==> src/rtl/operand_fetch.sv <==
// operand_fetch
//   Decode-side GPR reader. Accepts decoded instructions on a valid/ready
//   handshake, drives the GPR read addresses, merges the read data with
//   same-cycle bypass from the Execute and Writeback write ports, and holds the
//   result in a registered ID/EX operand slot. A load scoreboard stalls
//   instructions whose sources still wait on an outstanding load.
//
// Ports
//   clk, reset                  rising-edge clock, synchronous active-high reset
//   in_valid / in_ready         decoded-instruction handshake (in_ready is comb)
//   in_rs1, in_rs2, in_rd       source / destination register addresses
//   in_rd_we, in_is_load        destination write enable, load flag
//   A1, A2                      GPR read addresses (comb, = in_rs1 / in_rs2)
//   RD1, RD2                    GPR read data (pre-write value)
//   RegWE_E, A3, WD3            snooped Execute write port
//   RegWE_W, A4, WD4            snooped Writeback write port
//   flush                       kill the held slot
//   out_valid / out_ready       operand slot handshake towards Execute
//   out_op1, out_op2            resolved source operands (registered)
//   out_rs1, out_rs2, out_rd    carried addresses (registered)
//   out_rd_we, out_is_load      carried flags (registered)
module operand_fetch #(
  parameter  int XLEN = 32,
  parameter  int NREG = 32,
  localparam int AW   = $clog2(NREG)
) (
  input  logic            clk,
  input  logic            reset,
  input  logic            in_valid,
  output logic            in_ready,
  input  logic [AW-1:0]   in_rs1,
  input  logic [AW-1:0]   in_rs2,
  input  logic [AW-1:0]   in_rd,
  input  logic            in_rd_we,
  input  logic            in_is_load,
  output logic [AW-1:0]   A1,
  output logic [AW-1:0]   A2,
  input  logic [XLEN-1:0] RD1,
  input  logic [XLEN-1:0] RD2,
  input  logic            RegWE_E,
  input  logic [AW-1:0]   A3,
  input  logic [XLEN-1:0] WD3,
  input  logic            RegWE_W,
  input  logic [AW-1:0]   A4,
  input  logic [XLEN-1:0] WD4,
  input  logic            flush,
  output logic            out_valid,
  input  logic            out_ready,
  output logic [XLEN-1:0] out_op1,
  output logic [XLEN-1:0] out_op2,
  output logic [AW-1:0]   out_rs1,
  output logic [AW-1:0]   out_rs2,
  output logic [AW-1:0]   out_rd,
  output logic            out_rd_we,
  output logic            out_is_load
);

  // Operand slot registers
  logic            vld_p0;
  logic [XLEN-1:0] op1_p0, op2_p0;
  logic [AW-1:0]   rs1_p0, rs2_p0, rd_p0;
  logic            rd_we_p0, is_load_p0;

  // Load scoreboard; bit 0 is never set
  logic [NREG-1:0] busy, busy_nxt;

  logic [XLEN-1:0] res1, res2, hold1, hold2;
  logic            hz1, hz2, hazard;
  logic            accept, issue, hold, set_busy;

  // Register x0 reads as zero and is never bypassed; Execute is younger than
  // Writeback, so it wins when both target the same register.
  function automatic logic [XLEN-1:0] resolve(
    input logic [AW-1:0]   rs,
    input logic [XLEN-1:0] dflt,
    input logic            we_e,
    input logic [AW-1:0]   a_e,
    input logic [XLEN-1:0] wd_e,
    input logic            we_w,
    input logic [AW-1:0]   a_w,
    input logic [XLEN-1:0] wd_w
  );
    if (rs == '0)                 return '0;
    else if (we_e && a_e == rs)   return wd_e;
    else if (we_w && a_w == rs)   return wd_w;
    else                          return dflt;
  endfunction

  // A source stalls if a load to it is already issued (and Writeback is not
  // delivering it right now), or if the slot itself holds such a load.
  function automatic logic src_hazard(
    input logic [AW-1:0]   rs,
    input logic [NREG-1:0] bsy,
    input logic            we_w,
    input logic [AW-1:0]   a_w,
    input logic            slot_load_vld,
    input logic [AW-1:0]   slot_rd
  );
    if (rs == '0) return 1'b0;
    return (bsy[rs] && !(we_w && a_w == rs)) || (slot_load_vld && slot_rd == rs);
  endfunction

  assign A1 = in_rs1;
  assign A2 = in_rs2;

  always_comb begin
    res1  = resolve(in_rs1, RD1,    RegWE_E, A3, WD3, RegWE_W, A4, WD4);
    res2  = resolve(in_rs2, RD2,    RegWE_E, A3, WD3, RegWE_W, A4, WD4);
    // While held, an older in-flight write must still land in the operands
    hold1 = resolve(rs1_p0, op1_p0, RegWE_E, A3, WD3, RegWE_W, A4, WD4);
    hold2 = resolve(rs2_p0, op2_p0, RegWE_E, A3, WD3, RegWE_W, A4, WD4);

    hz1    = src_hazard(in_rs1, busy, RegWE_W, A4,
                        vld_p0 && rd_we_p0 && is_load_p0, rd_p0);
    hz2    = src_hazard(in_rs2, busy, RegWE_W, A4,
                        vld_p0 && rd_we_p0 && is_load_p0, rd_p0);
    hazard = hz1 || hz2;

    in_ready = !reset && !hazard && (!vld_p0 || out_ready || flush);
    accept   = in_valid && in_ready;
    issue    = vld_p0 && out_ready && !flush;
    hold     = vld_p0 && !out_ready && !flush;
    set_busy = issue && rd_we_p0 && is_load_p0 && (rd_p0 != '0);
  end

  // Set is applied after clear so a same-cycle set on the same bit wins
  always_comb begin
    busy_nxt = busy;
    if (RegWE_W)  busy_nxt[A4]    = 1'b0;
    if (set_busy) busy_nxt[rd_p0] = 1'b1;
    busy_nxt[0] = 1'b0;
  end

  // Stage p0: ID/EX operand slot and scoreboard
  always_ff @(posedge clk) begin
    if (reset) begin
      vld_p0     <= 1'b0;
      op1_p0     <= '0;
      op2_p0     <= '0;
      rs1_p0     <= '0;
      rs2_p0     <= '0;
      rd_p0      <= '0;
      rd_we_p0   <= 1'b0;
      is_load_p0 <= 1'b0;
      busy       <= '0;
    end else begin
      busy <= busy_nxt;
      if (accept) begin
        vld_p0     <= 1'b1;
        op1_p0     <= res1;
        op2_p0     <= res2;
        rs1_p0     <= in_rs1;
        rs2_p0     <= in_rs2;
        rd_p0      <= in_rd;
        rd_we_p0   <= in_rd_we;
        is_load_p0 <= in_is_load;
      end else if (hold) begin
        op1_p0 <= hold1;
        op2_p0 <= hold2;
      end else begin
        vld_p0 <= 1'b0;
      end
    end
  end

  assign out_valid   = vld_p0;
  assign out_op1     = op1_p0;
  assign out_op2     = op2_p0;
  assign out_rs1     = rs1_p0;
  assign out_rs2     = rs2_p0;
  assign out_rd      = rd_p0;
  assign out_rd_we   = rd_we_p0;
  assign out_is_load = is_load_p0;

endmodule

==> config.mk <==
export PLATFORM = sky130hd
export DESIGN_NAME = operand_fetch
export DESIGN_NICKNAME = d
export VERILOG_FILES = /design/src/rtl/operand_fetch.sv
export SDC_FILE = /design/constraint.sdc
export NUM_CORES = 1
export LEC_CHECK = 0
export BUFFER_PORTS_ARGS = -buffer_cell sky130_fd_sc_hd__buf_4
export CORE_MARGIN = 3
export CORE_UTILIZATION = 35
export CTS_CLUSTER_DIAMETER = 100
export DETAILED_ROUTE_END_ITERATION = 12
export GPL_TIMING_DRIVEN = 0
export MAX_ROUTING_LAYER = met4
export PLACE_DENSITY = 0.61
export SLEW_MARGIN = 15
export SYNTH_ARGS = -nofsm -noshare
export SYNTH_HDL_FRONTEND = slang
export SYNTH_SLANG_ARGS = --single-unit
==> constraint.sdc <==
create_clock -name clk -period 3.2 [get_ports clk]
set_input_delay 0.48 -clock clk [delete_from_list [all_inputs] [get_ports clk]]
set_output_delay 0.48 -clock clk [all_outputs]
set_load 0.02 [all_outputs]
==> Implementation_results.wiki, run 1 <==
{| class="wikitable"
! Metric !! Value
|-
| Outcome || completed
|-
| Critical path class || input pin to output pin
|-
| Worst-path cell chain || buf_2 -> buf_2 -> mux4_2 -> nor3b_1 -> nor2_1 -> a32oi_1 -> nor3_2 -> nor3b_1 -> buf_4
|-
| Leakage power || 4.83 nW
|-
| Areal power density over the cells || 385 nW/µm²
|-
| Synthesized area || 8960 µm²
|-
| Number of flops mapped to enable cells by yosys || 0
|-
| Data arrival at the endpoint of the critical path || 2.54 ns
|-
| Final critical-path required period || 3.02 ns
|-
| Cell Int Power || 3.11 mW
|-
| Top-Level Pins || 255
|-
| IR drop worst, VDD || 0.277 mV
|-
| Number of standard cells in the layout, taps in and fillers out || 1653
|-
| Maximum capacitance violations || 0
|-
| Combinational power share || 0.231
|-
| Slew headroom || 0.378
|-
| Final TNS setup || 0 ns
|-
| Wirelength per Cell || 21.5 µm
|-
| Clock power frac || 0.438
|-
| Number of placed instances with taps included || 1622
|-
| Count of final max-slew check failures || 0
|-
| CTS tree || done
|-
| Clock sink total || 113
|-
| Cell with the largest stage delay on the worst path || mux4_2
|-
| DPL Wire Length || 26.3 mm
|-
| Unrepaired setup endpoints after global routing || no
|-
| Finished layout cell area || 11800 µm²
|-
| Global-route total usage across every layer || 0.255
|-
| Number of placement rows || 57
|-
| Vias per Instance || 5.58
|-
| Unique cell type count in the Yosys netlist || 48
|-
| Placed standard-cell area || 11200 µm²
|-
| Worst-case clock buffer depth || 2
|-
| DRC violation total after the first TritonRoute iteration || 717
|-
| Critical-path maximum fanout || 10
|-
| Count of filler cells inserted in the layout || 2464
|-
| Share of async-settable or async-resettable flops after synthesis || 0
|-
| Depth of the CTS H-tree || 4
|-
| Initial core utilization || 0.362
|-
| Clock Tree Root || clkbuf_16
|-
| Switching portion of total power || 0.316
|-
| Share of the core filled with cells in the final layout || 0.477
|-
| Largest clock skew in the final design || 0.0115 ns
|-
| Routed WL || 35.6 mm
|-
| Clock buffer count from CTS || 17
|-
| Power dissipated by switching net loads || 1.44 mW
|-
| Global-route wire length before repair || 54.3 mm
|-
| Height of the die || 166 µm
|-
| Total Power Consumption || 4.55 mW
|-
| Share of final-layout standard cells stronger than drive strength 1 || 0.350
|-
| GPL Wtd Cong || 0.917
|-
| Sequential fraction of design power || 0.332
|-
| Number of nets at the end of the flow || 1477
|-
| Avg Synthesized Cell Area || 8.50 µm²
|-
| First drt pass iteration count || 8
|-
| DRC violation count after routing || 0
|-
| Highest Clock Rate || 0.331 GHz
|-
| Critical path startpoint category || input pin
|-
| Portion of the clock cycle consumed by the worst path in the final layout || 0.945
|-
| Horiz. Die Dim || 166 µm
|-
| Synth Net Count || 1217
|-
| Maximum number of pins on one net before global-route repair || 17
|-
| Commonest register cell after synthesis || dfxtp_1
|-
| Required time worst endpoint || 2.72 ns
|-
| Total global routing overflow || 0
|-
| Clock transition at the registers of the reported paths || 0.06 ns
|-
| Number of buffers inserted by port buffering || 243
|-
| Hold Violations, Final || 0
|-
| Critical Path Max Stage Delay || 0.36 ns
|-
| Antenna violations before repair || 1
|-
| Number of standard cells after synthesis || 1055
|-
| Core Box Area || 24700 µm²
|-
| Syn-to-layout area delta || 31.8%
|-
| Crit end category || output pin
|-
| Type of the tightest min-delay check || input pin to register
|-
| #FFs+latches synth || 113
|-
| DR vias || 9230
|-
| Final setup fails || 0
|-
| Warning count from the yosys run || 0
|-
| DIE AREA || 27600 µm²
|-
| Number of buffers inserted to repair setup after CTS || 0
|-
| Sequential fraction of the synthesis area || 0.252
|-
| Via count of the first global-routing pass || 9126
|-
| Pin slew with the least headroom to its limit || 0.925 ns
|-
| Insertion delay of the later-clocked pin in the worst-skew pair || 0.43 ns
|-
| Remaining number of nets flagged by the antenna check after routing || 0
|}
-- critical path: cells and delay by family --
family | cells | cell delay [ns]
multiplexers | 1 | 0.36
AND/OR/NAND/NOR | 4 | 0.70
AO/OA/AOI/OAI | 1 | 0.26
buffers and inverters | 3 | 0.73
-- synth_stat cells, types with 13 or more instances --
cell type	instances	area, µm²
nor2_1	77	289
buf_2	18	90.1
clkbuf_1	56	210
o21ai_0	32	160
mux2_2	67	754
xnor2_1	18	158
mux2i_1	87	871
nand3_1	71	355
a211oi_1	64	480
xor2_1	32	280
mux2_4	63	946
nand2_1	133	499
a21oi_1	95	475
buf_4	13	97.6
dfxtp_1	113	2260
-- per-stage QoR --
stage	hold WS, ns	setup slack (ns)
floorplan	0.459	0.349
global placement	0.469	-0.140
detailed placement	0.482	-0.190
CTS	0.295	0.0230
global route	0.300	0.0368
finish	0.302	0.176
-- metal layers --
metal	routed length, µm	GRT usage
met1	15600	0.331
met2	16400	0.398
met3	2650	0.0555
met4	944	0.0854
met5	0	-
-- layout make-up --
cell class | instances | area, µm² | share of cell area
multi-input combinational | 827 | 6090 | 0.516
sequential | 113 | 2260 | 0.192
timing repair buffer | 243 | 1820 | 0.154
buffer | 104 | 593 | 0.0502
clock buffer | 17 | 425 | 0.0360
tap | 324 | 405 | 0.0343
clock inverter | 15 | 173 | 0.0146
inverter | 9 | 33.8 | 0.00286
antenna | 1 | 2.50 | 0.000212
-- cells by family after synthesis --
group,after synthesis,synth area share
AND/OR/NAND/NOR,337,0.169
AO/OA/AOI/OAI,212,0.144
XOR/XNOR,50,0.0489
multiplexers,228,0.315
flip-flops,113,0.252
buffers and inverters,115,0.0708
-- placed cells by master (no fill, tap or decap), drive strengths merged, types with 2 or more instances in the layout --
cell and count:
clkinvlp 3, o31a 2, mux2i 87, nor3 9, inv 16, or3 3, nand3 71, mux4 11
buf 293, a211oi 64, or4 2, clkbuf 71, nand3b 5, nor2 77, or3b 2, nand2 133
o31ai 5, mux2 130, a21oi 95, and3 6, bufinv 2, a31oi 3, xnor2 18, nor4 10
and3b 2, o21ai 33, dfxtp 113, nor2b 2, nor3b 7, o311ai 3, xor2 32, nand4 6
clkinv 3
-- power groups by stage --
stage / Sequential [mW] / Clock [mW] / Combinational (mW)
after floorplan: 1.59 / 0 / 0.529
after global placement: 1.54 / 0 / 1.03
after detailed placement: 1.54 / 0 / 1.04
after CTS: 1.51 / 2.00 / 1.04
after global routing: 1.51 / 2.08 / 1.12
final: 1.51 / 1.99 / 1.05
-- final timing paths --
check | startpoint | endpoint | slack [ns] | cells past startpoint
worst max-delay path | in_rs1[1] | in_ready | 0.18 | 9
worst min-delay path | in_rd_we | out_rd_we | 0.30 | 3
worst max register to register | out_rs2[3] | out_op2[27] | 0.35 | 8
worst min register to register | out_rd_we | out_rd_we | 0.48 | 2
-- sequential cells by signal, summed over array words and instances (netlist names) --
register,count
out_rs2,5
out_is_load,1
busy,31
out_rd,5
out_op1,32
out_rd_we,1
out_op2,32
out_rs1,5
out_valid,1
-- repair_timing --
| action | in CTS | in global routing |
|---|---|---|
| resized for setup | 0 | 4 |
| hold buffers | 0 | 0 |
| setup endpoints to repair | 0 | 61 |
| endpoints found under the hold margin | 0 | 0 |
Power figures use the tool's default switching activity.
==> run 2: changes to the inputs <==
PLACE_DENSITY = 0.66   (was 0.61)
==> run 2 against run 1 <==
Against the previous run:
- combinational power hardly changed
- clock skew is 0.0053 ns higher
- count of clock-buffer cells in the layout is 1 higher
- fmax is 1.8% lower
- hold slack better by 0.0066 ns
- wire length is 0.99% lower
- sequential power hardly changed
- core utilization is 0.24 points lower
- critical path depth stayed put
- sequential share of layout area is 0.096 points higher
- non-clock buffer count is 1 lower
- final cell count hardly changed
- critical path type unchanged
- largest cell class unchanged
- largest power group unchanged
==> Implementation_results.wiki, run 2 (same netlist as run 1, synthesis figures left out) <==
{| class="wikitable"
! Metric !! Value
|-
| DPL Wire Length || 26.0 mm (-1.4%)
|-
| Startpoint of the worst hold path || in_is_load
|-
| Highest Clock Rate || 0.325 GHz (-1.8%)
|-
| Total Power Consumption || 4.37 mW (-3.9%)
|-
| Areal power density over the cells || 372 nW/µm² (-3.4%)
|-
| Largest clock skew in the final design || 0.0168 ns (+0.00532 ns)
|-
| Pin slew with the least headroom to its limit || 0.947 ns (+0.0224 ns)
|-
| DIE AREA || 27600 µm² (unchanged)
|-
| Data arrival at the endpoint of the critical path || 2.60 ns (+0.06 ns)
|-
| GPL Wtd Cong || 0.933 (+1.7%)
|-
| Routed WL || 35.3 mm (-0.99%)
|-
| Type of the tightest min-delay check || input pin to register
|-
| Initial core utilization || 0.362 (unchanged)
|-
| Wirelength per Cell || 21.3 µm (-1.0%)
|-
| Total global routing overflow || 0 (unchanged)
|-
| Worst Hold Slack || 0.309 ns (+0.00662 ns)
|-
| Global-route total usage across every layer || 0.249 (-0.00616)
|-
| Critical-path maximum fanout || 10 (unchanged)
|-
| Top-Level Pins || 255 (unchanged)
|-
| Most frequent standard cell in the layout excluding fill and tap cells || buf_4
|-
| Unrepaired setup endpoints after global routing || no
|-
| Portion of the clock cycle consumed by the worst path in the final layout || 0.963 (+0.0175)
|-
| Global-route wire length before repair || 53.4 mm (-1.8%)
|-
| Hold Violations, Final || 0 (unchanged)
|-
| CP startpoint || in_rs1[1]
|-
| Remaining number of nets flagged by the antenna check after routing || 0 (unchanged)
|-
| Clock Tree Root || clkbuf_16
|-
| Clock sink total || 113 (unchanged)
|-
| Number of placement rows || 57 (unchanged)
|-
| DRC violation count after routing || 0 (unchanged)
|-
| First drt pass iteration count || 5 (-3)
|-
| Share of final-layout standard cells stronger than drive strength 1 || 0.350 (about the same)
|-
| Most frequent cells in the layout || 256 x buf_4, 133 x nand2_1, 113 x dfxtp_1
|-
| Via count of the first global-routing pass || 9352 (+2.5%)
|-
| Height of the die || 166 µm (unchanged)
|-
| Clock transition at the registers of the reported paths || 0.06 ns (about the same)
|-
| Slew headroom || 0.367 (-0.0111)
|-
| Outcome || completed
|-
| Worst R2R Start || out_rs1[2]
|-
| Final setup fails || 0 (unchanged)
|-
| Worst-case clock buffer depth || 2 (unchanged)
|-
| CTS tree || done
|-
| Core Box Area || 24700 µm² (unchanged)
|-
| Count of final max-slew check failures || 0 (unchanged)
|-
| Final critical-path required period || 3.08 ns (+0.0559 ns)
|-
| Share of the core filled with cells in the final layout || 0.475 (-0.00238)
|-
| Depth of the CTS H-tree || 4 (unchanged)
|-
| Number of buffers inserted to repair setup after CTS || 0 (unchanged)
|-
| Clock buffer count from CTS || 17 (unchanged)
|-
| Worst Setup Slack, final || 0.120 ns (-0.0559 ns)
|-
| Critical path startpoint category || input pin
|-
| Antenna violations before repair || 3 (+2)
|-
| Most frequent CP cell || nor3b_1
|-
| Critical Path Max Stage Delay || 0.34 ns (-0.02 ns)
|-
| Vias per Instance || 5.62 (+0.60%)
|-
| Horiz. Die Dim || 166 µm (unchanged)
|-
| Maximum number of pins on one net before global-route repair || 17 (unchanged)
|-
| Number of buffers inserted by port buffering || 243 (unchanged)
|-
| Cell with the largest stage delay on the worst path || mux4_2
|-
| DR vias || 9291 (+0.66%)
|-
| DRC violation total after the first TritonRoute iteration || 1052 (+47%)
|-
| Leakage power || 4.79 nW (-0.71%)
|-
| Setup slack after placement || -0.201 ns (-0.0111 ns)
|-
| Worst-path cell chain || buf_2 -> clkbuf_4 -> mux4_2 -> nor3b_1 -> nor2_1 -> a32oi_1 -> nor3_2 -> nor3b_1 -> buf_4
|-
| Maximum capacitance violations || 0 (unchanged)
|-
| Required time worst endpoint || 2.72 ns (about the same)
|-
| Number of nets at the end of the flow || 1476 (-0.068%)
|-
| Crit end category || output pin
|-
| IR drop worst, VDD || 0.237 mV (-14%)
|-
| Syn-to-layout area delta || 31.1%
|-
| Count of filler cells inserted in the layout || 2461 (-0.12%)
|-
| Insertion delay of the later-clocked pin in the worst-skew pair || 0.42 ns (about the same)
|-
| Critical path class || input pin to output pin
|}
==> run 2: area by class of cell <==
type	instances	area, µm²	area share
Antenna cell	3	7.51	0.000639
Buffer	103	592	0.0504
Clock buffer	18	439	0.0374
Clock inverter	14	108	0.00915
Inverter	9	33.8	0.00287
Multi-Input combinational cell	827	6080	0.517
Sequential cell	113	2260	0.192
Tap cell	324	405	0.0345
Timing Repair Buffer	243	1820	0.155
==> run 2: routing by layer <==
layer / global-route usage / routed length [µm] / vias to the layer above
met2: 0.381 / 16200 / 467
met1: 0.316 / 15000 / 4415
met4: 0.114 / 1370 / 0
met3: 0.0533 / 2680 / 83
met5: - / 0 / -
li1: - / - / 4326
==> run 2: critical path, delay by kind of cell <==
family / cells / cell delay [ns]
simple gates: 4 / 0.76
compound gates: 1 / 0.28
buf+inv: 3 / 0.73
mux: 1 / 0.34
==> run 2: report_power, final <==
part | total [mW] | switching, mW | internal (mW)
Sequential | 1.51 | 0.0479 | 1.46
Combinational | 1.05 | 0.566 | 0.482
Clock | 1.81 | 0.796 | 1.02
Total | 4.37 | 1.41 | 2.96
==> run 2: worst paths after layout <==
path	to	slack, ns	depth (start not counted)
worst min-delay path	out_is_load	0.31	3
worst max-delay path	in_ready	0.12	9
worst max register to register	out_op1[14]	0.33	8
worst min register to register	out_is_load	0.47	2
==> run 2: metrics by stage <==
stage          instances  cell area [µm²]  TNS, ns
2_1_floorplan       1055             8960        0
3_3_place_gp        1622            11200   -12.66
3_5_place_dp        1622            11200   -12.34
4_1_cts             1653            11700        0
5_1_grt             1654            11800        0
6_report            1654            11800        0
==> run 2: what timing repair did <==
item,in CTS,in global routing
hold buffers,0,0
endpoints found under the setup margin,1,47
resized for setup,0,4
==> run 3: changes to the inputs <==
RECOVER_POWER = 50   (was not set)
==> run 3 against run 2 <==
Against the previous run:
- largest cell class unchanged
- fmax shrank 0.46%
- register-to-register slack is essentially flat
- combinational power shrank 5%
- die area is the same
- sequential power is essentially flat
- total power shrank 1.3%
- global-route usage is the same
==> Implementation_results.wiki, run 3 (same netlist as run 1, synthesis figures left out) <==
{| class="wikitable"
! Metric !! Value
|-
| Highest Clock Rate || 0.323 GHz (-0.46%)
|-
| Number of placed instances with taps included || 1622 (unchanged)
|-
| Most frequent cells in the layout || 165 x buf_4, 145 x clkbuf_1, 133 x nand2_1
|-
| Worst-case clock buffer depth || 2 (unchanged)
|-
| Most frequent standard cell in the layout excluding fill and tap cells || buf_4
|-
| Core Box Area || 24700 µm² (unchanged)
|-
| DR vias || 9214 (-0.83%)
|-
| Worst Setup Slack, final || 0.106 ns (-0.0141 ns)
|-
| Slew headroom || 0.366 (-0.00118)
|-
| Horiz. Die Dim || 166 µm (unchanged)
|-
| Critical-path maximum fanout || 10 (unchanged)
|-
| Depth of the CTS H-tree || 4 (unchanged)
|-
| Height of the die || 166 µm (unchanged)
|-
| Clock buffer count from CTS || 17 (unchanged)
|-
| DRC violation total after the first TritonRoute iteration || 1054 (+0.19%)
|-
| Count of filler cells inserted in the layout || 2532 (+2.9%)
|-
| Outcome || completed
|-
| Number of nets at the end of the flow || 1476 (unchanged)
|-
| Insertion delay of the later-clocked pin in the worst-skew pair || 0.42 ns (about the same)
|-
| Required time worst endpoint || 2.72 ns (about the same)
|-
| Syn-to-layout area delta || 27.3%
|-
| Critical path class || input pin to output pin
|-
| Top-Level Pins || 255 (unchanged)
|-
| Hold Violations, Final || 0 (unchanged)
|-
| IR drop worst, VDD || 0.238 mV (+0.47%)
|-
| Antenna violations before repair || 3 (unchanged)
|-
| Remaining number of nets flagged by the antenna check after routing || 0 (unchanged)
|-
| Final critical-path required period || 3.09 ns (+0.0141 ns)
|-
| Total global routing overflow || 0 (unchanged)
|-
| GPL Wtd Cong || 0.933 (unchanged)
|-
| Share of final-layout standard cells stronger than drive strength 1 || 0.282 (-0.0686)
|-
| Maximum number of pins on one net before global-route repair || 17 (unchanged)
|-
| Final TNS setup || 0 ns (unchanged)
|-
| Vias per Instance || 5.57 (-0.83%)
|-
| Number of standard cells in the layout, taps in and fillers out || 1654 (unchanged)
|-
| Routed WL || 35.2 mm (-0.10%)
|-
| Initial core utilization || 0.362 (unchanged)
|-
| Via count of the first global-routing pass || 9352 (unchanged)
|-
| Critical path startpoint category || input pin
|-
| Number of buffers inserted by port buffering || 243 (unchanged)
|-
| Crit end category || output pin
|-
| CTS tree || done
|-
| Clock transition at the registers of the reported paths || 0.06 ns (about the same)
|-
| Global-route total usage across every layer || 0.249 (unchanged)
|-
| Unrepaired setup endpoints after global routing || no
|-
| Clock sink total || 113 (unchanged)
|-
| Data arrival at the endpoint of the critical path || 2.61 ns (about the same)
|-
| Portion of the clock cycle consumed by the worst path in the final layout || 0.967 (+0.00442)
|-
| DIE AREA || 27600 µm² (unchanged)
|-
| Maximum capacitance violations || 0 (unchanged)
|-
| R2R Setup Slk || 0.34 ns (about the same)
|-
| Footprint of the multi-input gates || 6080 µm² (unchanged)
|-
| Areal power density over the cells || 378 nW/µm² (+1.6%)
|-
| Number of placement rows || 57 (unchanged)
|-
| Share of the core filled with cells in the final layout || 0.461 (-0.0138)
|-
| Register cell area after layout || 2260 µm² (unchanged)
|-
| Hold buffers post-CTS || 0 (unchanged)
|-
| DPL Wire Length || 26.0 mm (unchanged)
|-
| Global-route wire length before repair || 53.4 mm (unchanged)
|-
| Count of final max-slew check failures || 0 (unchanged)
|-
| Total Power Consumption || 4.31 mW (-1.3%)
|-
| Setup slack after placement || -0.201 ns (unchanged)
|-
| Wirelength per Cell || 21.3 µm (-0.10%)
|-
| First drt pass iteration count || 5 (unchanged)
|-
| DRC violation count after routing || 0 (unchanged)
|-
| Leakage power || 4.42 nW (-7.9%)
|-
| Pin slew with the least headroom to its limit || 0.949 ns (+0.00177 ns)
|-
| Type of the tightest min-delay check || input pin to register
|-
| Clock Tree Root || clkbuf_16
|-
| Largest clock skew in the final design || 0.0130 ns (-0.00385 ns)
|-
| Final setup fails || 0 (unchanged)
|}
-- run 3: cell types whose count changed in the layout (fill, tap and decap cells not counted) --
cell	change
buf_4	-91
buf_1	-1
clkbuf_1	+92
-- run 3: repair_timing --
action                                  CTS  global route
buffers inserted                          0             0
gates resized for setup                   0             4
endpoints found under the setup margin    1            47
-- run 3: per-layer routing --
metal / part of all wire / vias to the layer above / track usage
met5: 0 / - / -
met1: 0.43 / 4357 / 0.316
li1: - / 4323 / -
met2: 0.46 / 453 / 0.381
met3: 0.076 / 81 / 0.0533
met4: 0.040 / 0 / 0.114
-- run 3: stage by stage --
step | instance area (µm²) | hold WS [ns]
detailed placement | 11200 | 0.464
finish | 11400 | 0.308
CTS | 11700 | 0.296
global placement | 11200 | 0.468
global route | 11400 | 0.305
floorplan | 8960 | 0.459
-- run 3: critical path, stage by stage --
cell,delay [ns]
buf_2,0.21
clkbuf_4,0.31
mux4_2,0.34
nor3b_1,0.22
nor2_1,0.08
a32oi_1,0.29
nor3_2,0.12
nor3b_1,0.35
buf_4,0.21
-- run 3: worst paths after layout --
| kind | start | end | cells past startpoint |
|---|---|---|---|
| setup / recovery | in_rs1[1] | in_ready | 9 |
| setup reg to reg | out_rs1[0] | out_op1[9] | 8 |
| hold reg to reg | out_is_load | out_is_load | 2 |
| hold / removal | in_is_load | out_is_load | 3 |
-- run 3: report_power, final --
part	switching, mW	internal, mW
sequential	0.0469	1.46
clock	0.786	1.02
combinational	0.568	0.435
-- run 3: area by class of cell --
cell class                 count  area share
antenna                        3    0.000658
clock buffer                  18      0.0385
buffer                       103      0.0519
tap                          324      0.0355
multi-input combinational    827       0.533
timing repair buffer         243       0.130
inverter                       9     0.00296
sequential                   113       0.198
clock inverter                14     0.00943
